File: src/rtl/imm_lut_rf_pkg.sv
// Shared definitions for the immediate / lookup-table register file:
// FSM state encoding and the power-on default table contents.
package imm_lut_rf_pkg;

  typedef enum logic {
    ST_INIT  = 1'b0,
    ST_READY = 1'b1
  } state_t;

  localparam int unsigned DEF_DEPTH = 16;

  // Default entries 0..15, native 8-bit width.
  localparam logic [7:0] DEFAULT_TABLE [DEF_DEPTH] = '{
    8'hF1, 8'h80, 8'h81, 8'hC8, 8'h82, 8'h26, 8'hD7, 8'h40,
    8'h00, 8'hF5, 8'h80, 8'h4A, 8'hF0, 8'h00, 8'h00, 8'h00
  };

  // Default value for entry k; indices past the constant table read as zero.
  function automatic logic [7:0] default_entry(input int unsigned k);
    logic [7:0] v;
    if (k < DEF_DEPTH) begin
      v = DEFAULT_TABLE[k[3:0]];
    end else begin
      v = 8'h00;
    end
    return v;
  endfunction

endpackage

File: src/rtl/imm_lut_mem.sv
// Table storage: one write port, one combinational read port with
// write-first bypass when the write and read hit the same index.
// The array has no reset; contents survive reset until rewritten.
module imm_lut_mem #(
  parameter int DW = 8,
  parameter int AW = 4
) (
  input  logic          Clk,
  input  logic          i_wr_en,
  input  logic [AW-1:0] i_wr_addr,
  input  logic [DW-1:0] i_wr_data,
  input  logic [AW-1:0] i_rd_addr,
  output logic [DW-1:0] o_rd_data
);

  logic [DW-1:0] r_mem [2**AW];
  logic          w_bypass;

  // Storage write on the rising edge.
  always_ff @(posedge Clk) begin
    if (i_wr_en) begin
      r_mem[i_wr_addr] <= i_wr_data;
    end
  end

  // Read with write-first forwarding of same-cycle write data.
  always_comb begin
    w_bypass = i_wr_en && (i_wr_addr == i_rd_addr);
    if (w_bypass) begin
      o_rd_data = i_wr_data;
    end else begin
      o_rd_data = r_mem[i_rd_addr];
    end
  end

endmodule

File: src/rtl/imm_lut_rf.sv
// Immediate generator with a writable lookup table. After reset the
// table is walked once to load defaults (busy=1); afterwards each
// request returns either a table entry or an extended direct immediate
// one cycle later.
module imm_lut_rf
  import imm_lut_rf_pkg::*;
#(
  parameter int DW = 8,
  parameter int AW = 4
) (
  input  logic          Clk,
  input  logic          Reset_n,
  input  logic          rd_req,
  input  logic [AW:0]   in,
  input  logic          sext,
  input  logic          wr_en,
  input  logic [AW-1:0] wr_addr,
  input  logic [DW-1:0] wr_data,
  output logic [DW-1:0] datOut,
  output logic          out_valid,
  output logic          busy
);

  localparam logic [AW-1:0] LAST_IDX = {AW{1'b1}};

  state_t        r_state;
  logic [AW-1:0] r_cnt;
  logic          r_busy;
  logic [DW-1:0] r_dat;
  logic          r_valid;

  logic          w_mem_we;
  logic [AW-1:0] w_mem_addr;
  logic [DW-1:0] w_mem_data;
  logic [DW-1:0] w_init_data;
  logic [DW-1:0] w_rd_data;
  logic [DW-1:0] w_ext;
  logic [DW-1:0] w_result;

  // Default value for the entry currently being loaded, resized to DW.
  always_comb begin
    w_init_data = DW'(default_entry(32'(r_cnt)));
  end

  // Write-port mux: INIT walk owns the port, otherwise the external strobe.
  always_comb begin
    w_mem_we   = 1'b0;
    w_mem_addr = '0;
    w_mem_data = '0;
    if (r_state == ST_INIT) begin
      w_mem_we   = 1'b1;
      w_mem_addr = r_cnt;
      w_mem_data = w_init_data;
    end else begin
      w_mem_we   = wr_en;
      w_mem_addr = wr_addr;
      w_mem_data = wr_data;
    end
  end

  // Direct immediate: sign- or zero-extend the low AW bits of the request.
  always_comb begin
    w_ext = '0;
    if (sext) begin
      w_ext = {{(DW-AW){in[AW-1]}}, in[AW-1:0]};
    end else begin
      w_ext = {{(DW-AW){1'b0}}, in[AW-1:0]};
    end
  end

  // Result select: table lookup when the mode bit is set, else direct.
  always_comb begin
    w_result = '0;
    if (in[AW]) begin
      w_result = w_rd_data;
    end else begin
      w_result = w_ext;
    end
  end

  imm_lut_mem #(
    .DW(DW),
    .AW(AW)
  ) u_mem (
    .Clk       (Clk),
    .i_wr_en   (w_mem_we),
    .i_wr_addr (w_mem_addr),
    .i_wr_data (w_mem_data),
    .i_rd_addr (in[AW-1:0]),
    .o_rd_data (w_rd_data)
  );

  // FSM, init counter and registered outputs.
  always_ff @(posedge Clk) begin
    if (!Reset_n) begin
      r_state <= ST_INIT;
      r_cnt   <= '0;
      r_busy  <= 1'b1;
      r_dat   <= '0;
      r_valid <= 1'b0;
    end else begin
      case (r_state)
        ST_INIT: begin
          r_valid <= 1'b0;
          if (r_cnt == LAST_IDX) begin
            r_state <= ST_READY;
            r_busy  <= 1'b0;
            r_cnt   <= '0;
          end else begin
            r_cnt   <= r_cnt + {{(AW-1){1'b0}}, 1'b1};
          end
        end
        ST_READY: begin
          if (rd_req) begin
            r_dat   <= w_result;
            r_valid <= 1'b1;
          end else begin
            r_valid <= 1'b0;
          end
        end
        default: begin
          r_state <= ST_INIT;
          r_cnt   <= '0;
          r_busy  <= 1'b1;
          r_valid <= 1'b0;
        end
      endcase
    end
  end

  assign datOut    = r_dat;
  assign out_valid = r_valid;
  assign busy      = r_busy;

endmodule

File: config.mk
export PLATFORM = sky130hd
export DESIGN_NAME = imm_lut_rf
export DESIGN_NICKNAME = d
export VERILOG_FILES = /design/src/rtl/imm_lut_rf_pkg.sv /design/src/rtl/imm_lut_mem.sv /design/src/rtl/imm_lut_rf.sv
export SDC_FILE = /design/constraint.sdc
export NUM_CORES = 1
export LEC_CHECK = 0
export CAP_MARGIN = 20
export CORE_MARGIN = 1
export CORE_UTILIZATION = 45
export CTS_CLUSTER_DIAMETER = 80
export DETAILED_ROUTE_END_ITERATION = 12
export PLACE_DENSITY = 0.66
export SETUP_SLACK_MARGIN = 0.2
export SLEW_MARGIN = 20
export SYNTH_ARGS = -nofsm -noshare
export SYNTH_HDL_FRONTEND = slang
export SYNTH_SLANG_ARGS = --single-unit
File: constraint.sdc
create_clock -name Clk -period 2.3 [get_ports Clk]
set_input_delay 0.69 -clock Clk [delete_from_list [all_inputs] [get_ports Clk]]
set_output_delay 0.69 -clock Clk [all_outputs]
set_load 0.05 [all_outputs]
==> flow_summary_export.csv, run 1 <==
group,metric,value,unit
worst_setup_path,cp-start-kind,"flip-flop",
final_layout,final_common_cell,"edfxtp_1",
detailed_routing,drtPass1Iterations,5,
logic_synthesis,synth_nets,431,
logic_synthesis,ys_top_cells_by_area,"edfxtp_1 61%, mux4_2 11%, dfxtp_1 4.8%",
clocking,numCtsBuffers,17,
grt,antenna_found_initial,0,
timing,finalSetupViolations,0,
clocking,postCtsHoldBufs,0,
clocking,cts_root_buf,"clkbuf_16",
placed_design,pre_cts_slack,-0.261,ns
clocking,clkTransAtPathRegs,0.06,ns
clocking,cts_buffer_depth,2,
clocking,clk_latency,0.42,ns
final_layout,fin_nets,512,
worst_setup_path,worstPathMaxFanout,3,
final_layout,num_antenna_cells,0,
floorplanning,start_util,46.8,%
floorplanning,die_area,0.0144,mm^2
placed_design,place.gp.congestion,0.876,
logic_synthesis,ys_seq_elements,143,
floorplanning,coreArea,0.0134,mm^2
timing,grt_setup_unrepaired,"yes",
timing,clock_skew,0.00656,ns
placed_design,io_buffers,31,
final_layout,mostFrequentLayoutCells,"128 x edfxtp_1, 51 x buf_4, 32 x nor2_1",
detailed_routing,drcViolationCount,0,
floorplanning,fp-row-count,42,
worst_setup_path,worstPathArrival,1.34,ns
worst_hold_path,hp-class,"flip-flop to flip-flop",
detailed_routing,drt-initial-drc-count,403,
worst_setup_path,critPathBufInv,1,
timing,final_max_slew_viol_count,0,
timing,final-hold-violation-count,0,
timing,worst-slew-pin-transition,0.688,ns
detailed_routing,drtAntennaViolNets,0,
placed_design,placed_cell_area,0.00711,mm^2
clocking,htreeDepth,4,
logic_synthesis,synthDominantCellAreaShare,61.3,%
final_layout,final_util,57.6,%
floorplanning,die_y,120,um
logic_synthesis,syn_inst,403,
worst_setup_path,crit_type,"flip-flop to output pin",
timing,slew-limit-headroom,53.8,%
pwr,peakVddDrop,545,uV
grt,grt_max_degree,28,
grt,grt_usage,22.1,%
detailed_routing,viasPerCell,5.88,
logic_synthesis,synth_cell_types,50,
timing,final.setup.worst_slack,0.275,ns
logic_synthesis,yosysWarnings,0,
timing,fin_crit,2.03,ns
logic_synthesis,async_flop_share,0,%
final_layout,post_route_cells_drive_above_1_share,25.8,%
floorplanning,die_x,120,um
worst_setup_path,cp_slowest_cell,"dlygate4sd2_1",
placed_design,dp_hpwl,9.89,mm
timing,max_freq,494,MHz
grt,grt_pass1_wl,22.4,mm
final_layout,syn_to_final_growth,23.2,%
detailed_routing,vias,3954,
detailed_routing,wirelength,14.8,mm
detailed_routing,wire_per_inst,22.0,um
timing,fin_crit_sh,88.0,%
worst_setup_path,worstPathCellList,"dlygate4sd2_1",
logic_synthesis,yosys.area.top_type,"edfxtp_1",
worst_setup_path,setup.worst_path.end_class,"output pin",
final_layout,final_area,0.00772,mm^2
final_layout,n_fill_cell,1041,
pwr,leakage,0.00271,uW
logic_synthesis,avgSynthCellArea,15.6,um^2
clocking,cts_setup_buffers,0,
outcome,status,"finished, final reports clean",
logic_synthesis,ys_seq_area_share,66.1,%
logic_synthesis,netlist_area,0.00627,mm^2
job,cap_violations,0,
worst_setup_path,max_stage_delay,0.54,ns
grt,grt_overflow_total,0,
worst_setup_path,required,1.61,ns
clocking,numClockSinks,143,
clocking,cts_tree,"done",
logic_synthesis,ys.flop_type,"edfxtp_1",
grt,first_global_vias,3970,
timing,fin_setup_tns,0,ns
pwr,power_density,807,mW/mm^2
logic_synthesis,synth-edff-count,128,
floorplanning,io_pins,32,
worst_setup_path,crit_family,"buffers and inverters",
## cells in the mapped netlist, types with 2 or more instances
cell      instances
nor2b_1           5
a211o_1           2
nand2_1          22
buf_2            13
and2_1            5
o21a_1            2
mux4_2           30
nor3_1           10
or3_1             6
nand2b_1          5
inv_1             9
nand3_1           3
dfxtp_1          15
a22oi_1          10
xor2_1            5
a22o_1            3
edfxtp_1        128
clkbuf_1          6
a21oi_1           6
mux2i_1          14
ha_1              6
o21ai_0          14
nor2_1           32
o221ai_1          3
buf_6             3
a31oi_1           8
and3_1            2
o32a_1            2
nand4_1           5
o211ai_1          8
mux2_2            2
## path summary, 6_finish.rpt
| check | endpoint | slack, ns | from | cells after the start |
|---|---|---|---|---|
| worst max-delay path | datOut[5] | 0.27 | datOut[5] | 1 |
| worst min-delay path | busy | 0.49 | busy | 2 |
| worst max register to register | u_mem.r_mem[11][5] | 0.27 | r_state | 5 |
| worst min register to register | busy | 0.49 | busy | 2 |
## kinds of logic after synthesis
kind of cell               Yosys count  synth area share, %
AOI/OAI and AO/OA                   68                 7.74
muxes                               46                 13.4
xor gates and xnor gates             6                0.838
DFF                                143                 66.1
buffers and inverters               35                 3.03
adders and majority gates            6                 1.20
and+or+nand+nor                     99                 7.76
## layer usage
metal / global-route usage, % / share of wire, % / routed length, um
met3: 6.42 / 5.9 / 873
met2: 35.9 / 49 / 7180
met5: 0 / 0 / 0
met4: 9.38 / 3.0 / 442
met1: 27.4 / 43 / 6300
## what timing repair did
action / in CTS / in global routing
resized for setup: 13 / 9
gates cloned: 0 / 1
pin swaps: 0 / 0
endpoints found under the setup margin: 12 / 56
## area by class of cell
cell class                 instances  area [um^2]  area share (%)
tap                              176          220            2.85
multi-input combinational        225         1960            25.4
inverter                          10         37.5           0.486
sequential                       143         4140            53.6
clock inverter                    12          144            1.86
timing repair buffer              87          778            10.1
clock buffer                      20          437            5.65
## per-stage QoR
stage / cells / hold slack (ns) / power (uW)
2_1_floorplan: 403 / 0.632 / 3320
3_3_place_gp: 640 / 0.451 / 3560
3_5_place_dp: 640 / 0.501 / 3570
4_1_cts: 672 / 0.507 / 6270
5_1_grt: 673 / 0.552 / 6420
6_report: 673 / 0.491 / 6240
## where the power goes
part | internal, uW | switching, uW | total [uW]
Sequential | 2950 | 17.1 | 2960
Clock | 1690 | 1010 | 2700
Combinational | 241 | 336 | 577
Total | 4880 | 1360 | 6240
## registers in the layout (all words and copies together), names as in the netlist
register and cells:
busy 1, r_cnt 4, datOut 8, r_state 1, out_valid 1, u_mem.r_mem 128
Power figures use the tool's default switching activity.
==> run 2, diff against run 1 <==
--- a/config.mk
+++ b/config.mk
@@ -6,13 +6,13 @@
 export NUM_CORES = 1
 export LEC_CHECK = 0
 export CAP_MARGIN = 20
+export CORE_ASPECT_RATIO = 0.75
 export CORE_MARGIN = 1
 export CORE_UTILIZATION = 45
 export CTS_CLUSTER_DIAMETER = 80
 export DETAILED_ROUTE_END_ITERATION = 12
 export PLACE_DENSITY = 0.66
 export SETUP_SLACK_MARGIN = 0.2
-export SLEW_MARGIN = 20
 export SYNTH_ARGS = -nofsm -noshare
 export SYNTH_HDL_FRONTEND = slang
 export SYNTH_SLANG_ARGS = --single-unit
==> flow_summary_export.csv, run 2 (same netlist as run 1, synthesis figures left out) <==
group,metric,value,unit
worst_hold_path,holdPathEnd,"busy",
worst_setup_path,worstPathArrival,2.39,ns
grt,grt_usage,22.1,%
timing,fin_crit,2.04,ns
final_layout,top_register,"u_mem.r_mem",
floorplanning,die_area,0.0144,mm^2
detailed_routing,drcViolationCount,8,
worst_setup_path,worstPathMaxFanout,7,
detailed_routing,viasPerCell,5.88,
detailed_routing,drt-initial-drc-count,484,
clocking,clkTransAtPathRegs,0.06,ns
timing,worst-slew-pin-transition,0.579,ns
final_layout,final_util,58.1,%
floorplanning,fp-row-count,36,
detailed_routing,vias,3932,
timing,hold_slack,0.500,ns
pwr,peakVddDrop,511,uV
timing,max_freq,490,MHz
clocking,numCtsBuffers,17,
pwr,power_density,806,mW/mm^2
worst_setup_path,reg2reg_from,"r_cnt[1]",
floorplanning,die_x,138,um
worst_setup_path,cp-start-kind,"input port",
worst_setup_path,cp_slowest_cell,"clkdlybuf4s50_1",
worst_hold_path,hp-class,"flip-flop to flip-flop",
floorplanning,die_y,104,um
worst_setup_path,rr_worst_depth,5,
worst_setup_path,max_stage_delay,0.49,ns
detailed_routing,drtAntennaViolNets,0,
placed_design,placed_cells,637,
clocking,clk_latency,0.42,ns
final_layout,post_route_cells_drive_above_1_share,25.9,%
grt,antenna_found_initial,0,
worst_setup_path,required,2.65,ns
timing,final-hold-violation-count,0,
worst_setup_path,r2r_slack,0.29,ns
outcome,status,"finished with violations",
final_layout,stdcell_count,669,
final_layout,mostFrequentLayoutCells,"128 x edfxtp_1, 56 x buf_4, 32 x nor2_1",
final_layout,final_common_cell,"edfxtp_1",
timing,fin_crit_sh,88.7,%
timing,slew-limit-headroom,61.1,%
clocking,cts_buffer_depth,2,
worst_setup_path,critPathBufInv,2,
clocking,postCtsHoldBufs,0,
timing,finalSetupViolations,0,
worst_setup_path,setup.worst_path.end_class,"flip-flop",
floorplanning,start_util,47.2,%
clocking,cts_root_buf,"clkbuf_16",
grt,first_global_vias,3764,
grt,grt_overflow_total,0,
worst_hold_path,hold_depth,2,
worst_setup_path,worstPathCellList,"clkdlybuf4s50_1, buf_4, mux2i_1, a22oi_2, o221ai_1, or3_1, o211ai_1",
placed_design,place.gp.congestion,0.899,
grt,grt_pass1_wl,22.7,mm
worst_setup_path,crit_type,"input port to flip-flop",
worst_setup_path,worstReg2RegEnd,"u_mem.r_mem[1][6]",
final_layout,syn_to_final_growth,23.1,%
final_layout,num_antenna_cells,0,
placed_design,dp_hpwl,10.2,mm
final_layout,n_fill_cell,1041,
timing,clock_skew,0.0104,ns
job,cap_violations,0,
placed_design,io_buffers,31,
clocking,htreeDepth,4,
timing,final_max_slew_viol_count,0,
worst_hold_path,min_from,"busy",
outcome,violations,"design-rule violations",
pwr,leakage,0.00270,uW
floorplanning,coreArea,0.0133,mm^2
grt,grt_max_degree,22,
final_layout,fin_nets,514,
detailed_routing,wirelength,14.9,mm
detailed_routing,wire_per_inst,22.3,um
worst_setup_path,crit_family,"buffers and inverters",
detailed_routing,drtPass1Iterations,9,
final_layout,largest_register_ffs,128,
clocking,cts_tree,"done",
timing,grt_setup_unrepaired,"yes",
clocking,numClockSinks,143,
floorplanning,io_pins,32,
-- run 2: cell count changes in the layout (fill, tap and decap cells not counted), moves of 2 or more --
cell / delta
clkinv_4: -2
dlygate4sd2_1: +2
clkbuf_2: -2
dlymetal6s2s_1: -2
clkinv_2: -2
buf_4: +5
clkinvlp_4: +2
-- run 2: area by class of cell --
class,count,area (um^2),area share (%)
Timing Repair Buffer,89,786,10.2
Inverter,10,37.5,0.486
Tap cell,171,214,2.77
Clock buffer,19,433,5.61
Multi-Input combinational cell,225,1960,25.4
Sequential cell,143,4140,53.7
Clock inverter,12,144,1.86
-- run 2: worst max path at each step --
| stage | from | endpoint | slack [ns] | cells after the start |
|---|---|---|---|---|
| floorplan | r_cnt[0] | u_mem.r_mem[0][4] | 0.25 | 7 |
| global placement | in[1] | datOut[1] | -0.29 | 7 |
| detailed placement | in[1] | datOut[1] | -0.29 | 7 |
| CTS | in[2] | datOut[3] | 0.23 | 9 |
| global route | r_state | datOut[5] | 0.20 | 7 |
| finish | in[2] | datOut[6] | 0.26 | 7 |
-- run 2: layer usage --
| metal | GRT usage [%] | share of wire, % | up-vias |
|---|---|---|---|
| li1 | - | - | 1760 |
| met1 | 33.7 | 48 | 1974 |
| met2 | 30.8 | 42 | 178 |
| met3 | 5.34 | 8.3 | 20 |
| met4 | 7.54 | 1.6 | 0 |
| met5 | 0 | 0 | - |
-- run 2: stage by stage --
stage               TNS [ns]  cell area, um^2  worst slack, ns  power [uW]
floorplan                  0             6270            0.247        3320
global placement       -1.60             7100           -0.295        3560
detailed placement     -1.61             7100           -0.288        3570
CTS                        0             7700            0.233        6250
global route               0             7720            0.199        6410
finish                     0             7720            0.260        6230
-- run 2: timing repair --
| action | 4_1_cts | 5_1_grt |
|---|---|---|
| pin swaps | 0 | 0 |
| gates resized for setup | 11 | 5 |
| gates cloned | 1 | 0 |
| buffers inserted | 0 | 0 |
| endpoints found under the setup margin | 11 | 23 |
-- run 2: report_power, final --
part           internal [uW]  switching [uW]  total [uW]
Clock                   1690            1000        2690
Combinational            243             332         575
Sequential              2940            17.3        2960
Total                   4870            1350        6230
-- run 2: worst register-to-register path, delay by kind of cell (launching register included) --
kind | cells | cell delay, ns
mux | 2 | 0.85
flops | 1 | 0.33
fa+ha+maj | 1 | 0.35
buf+inv | 2 | 0.19
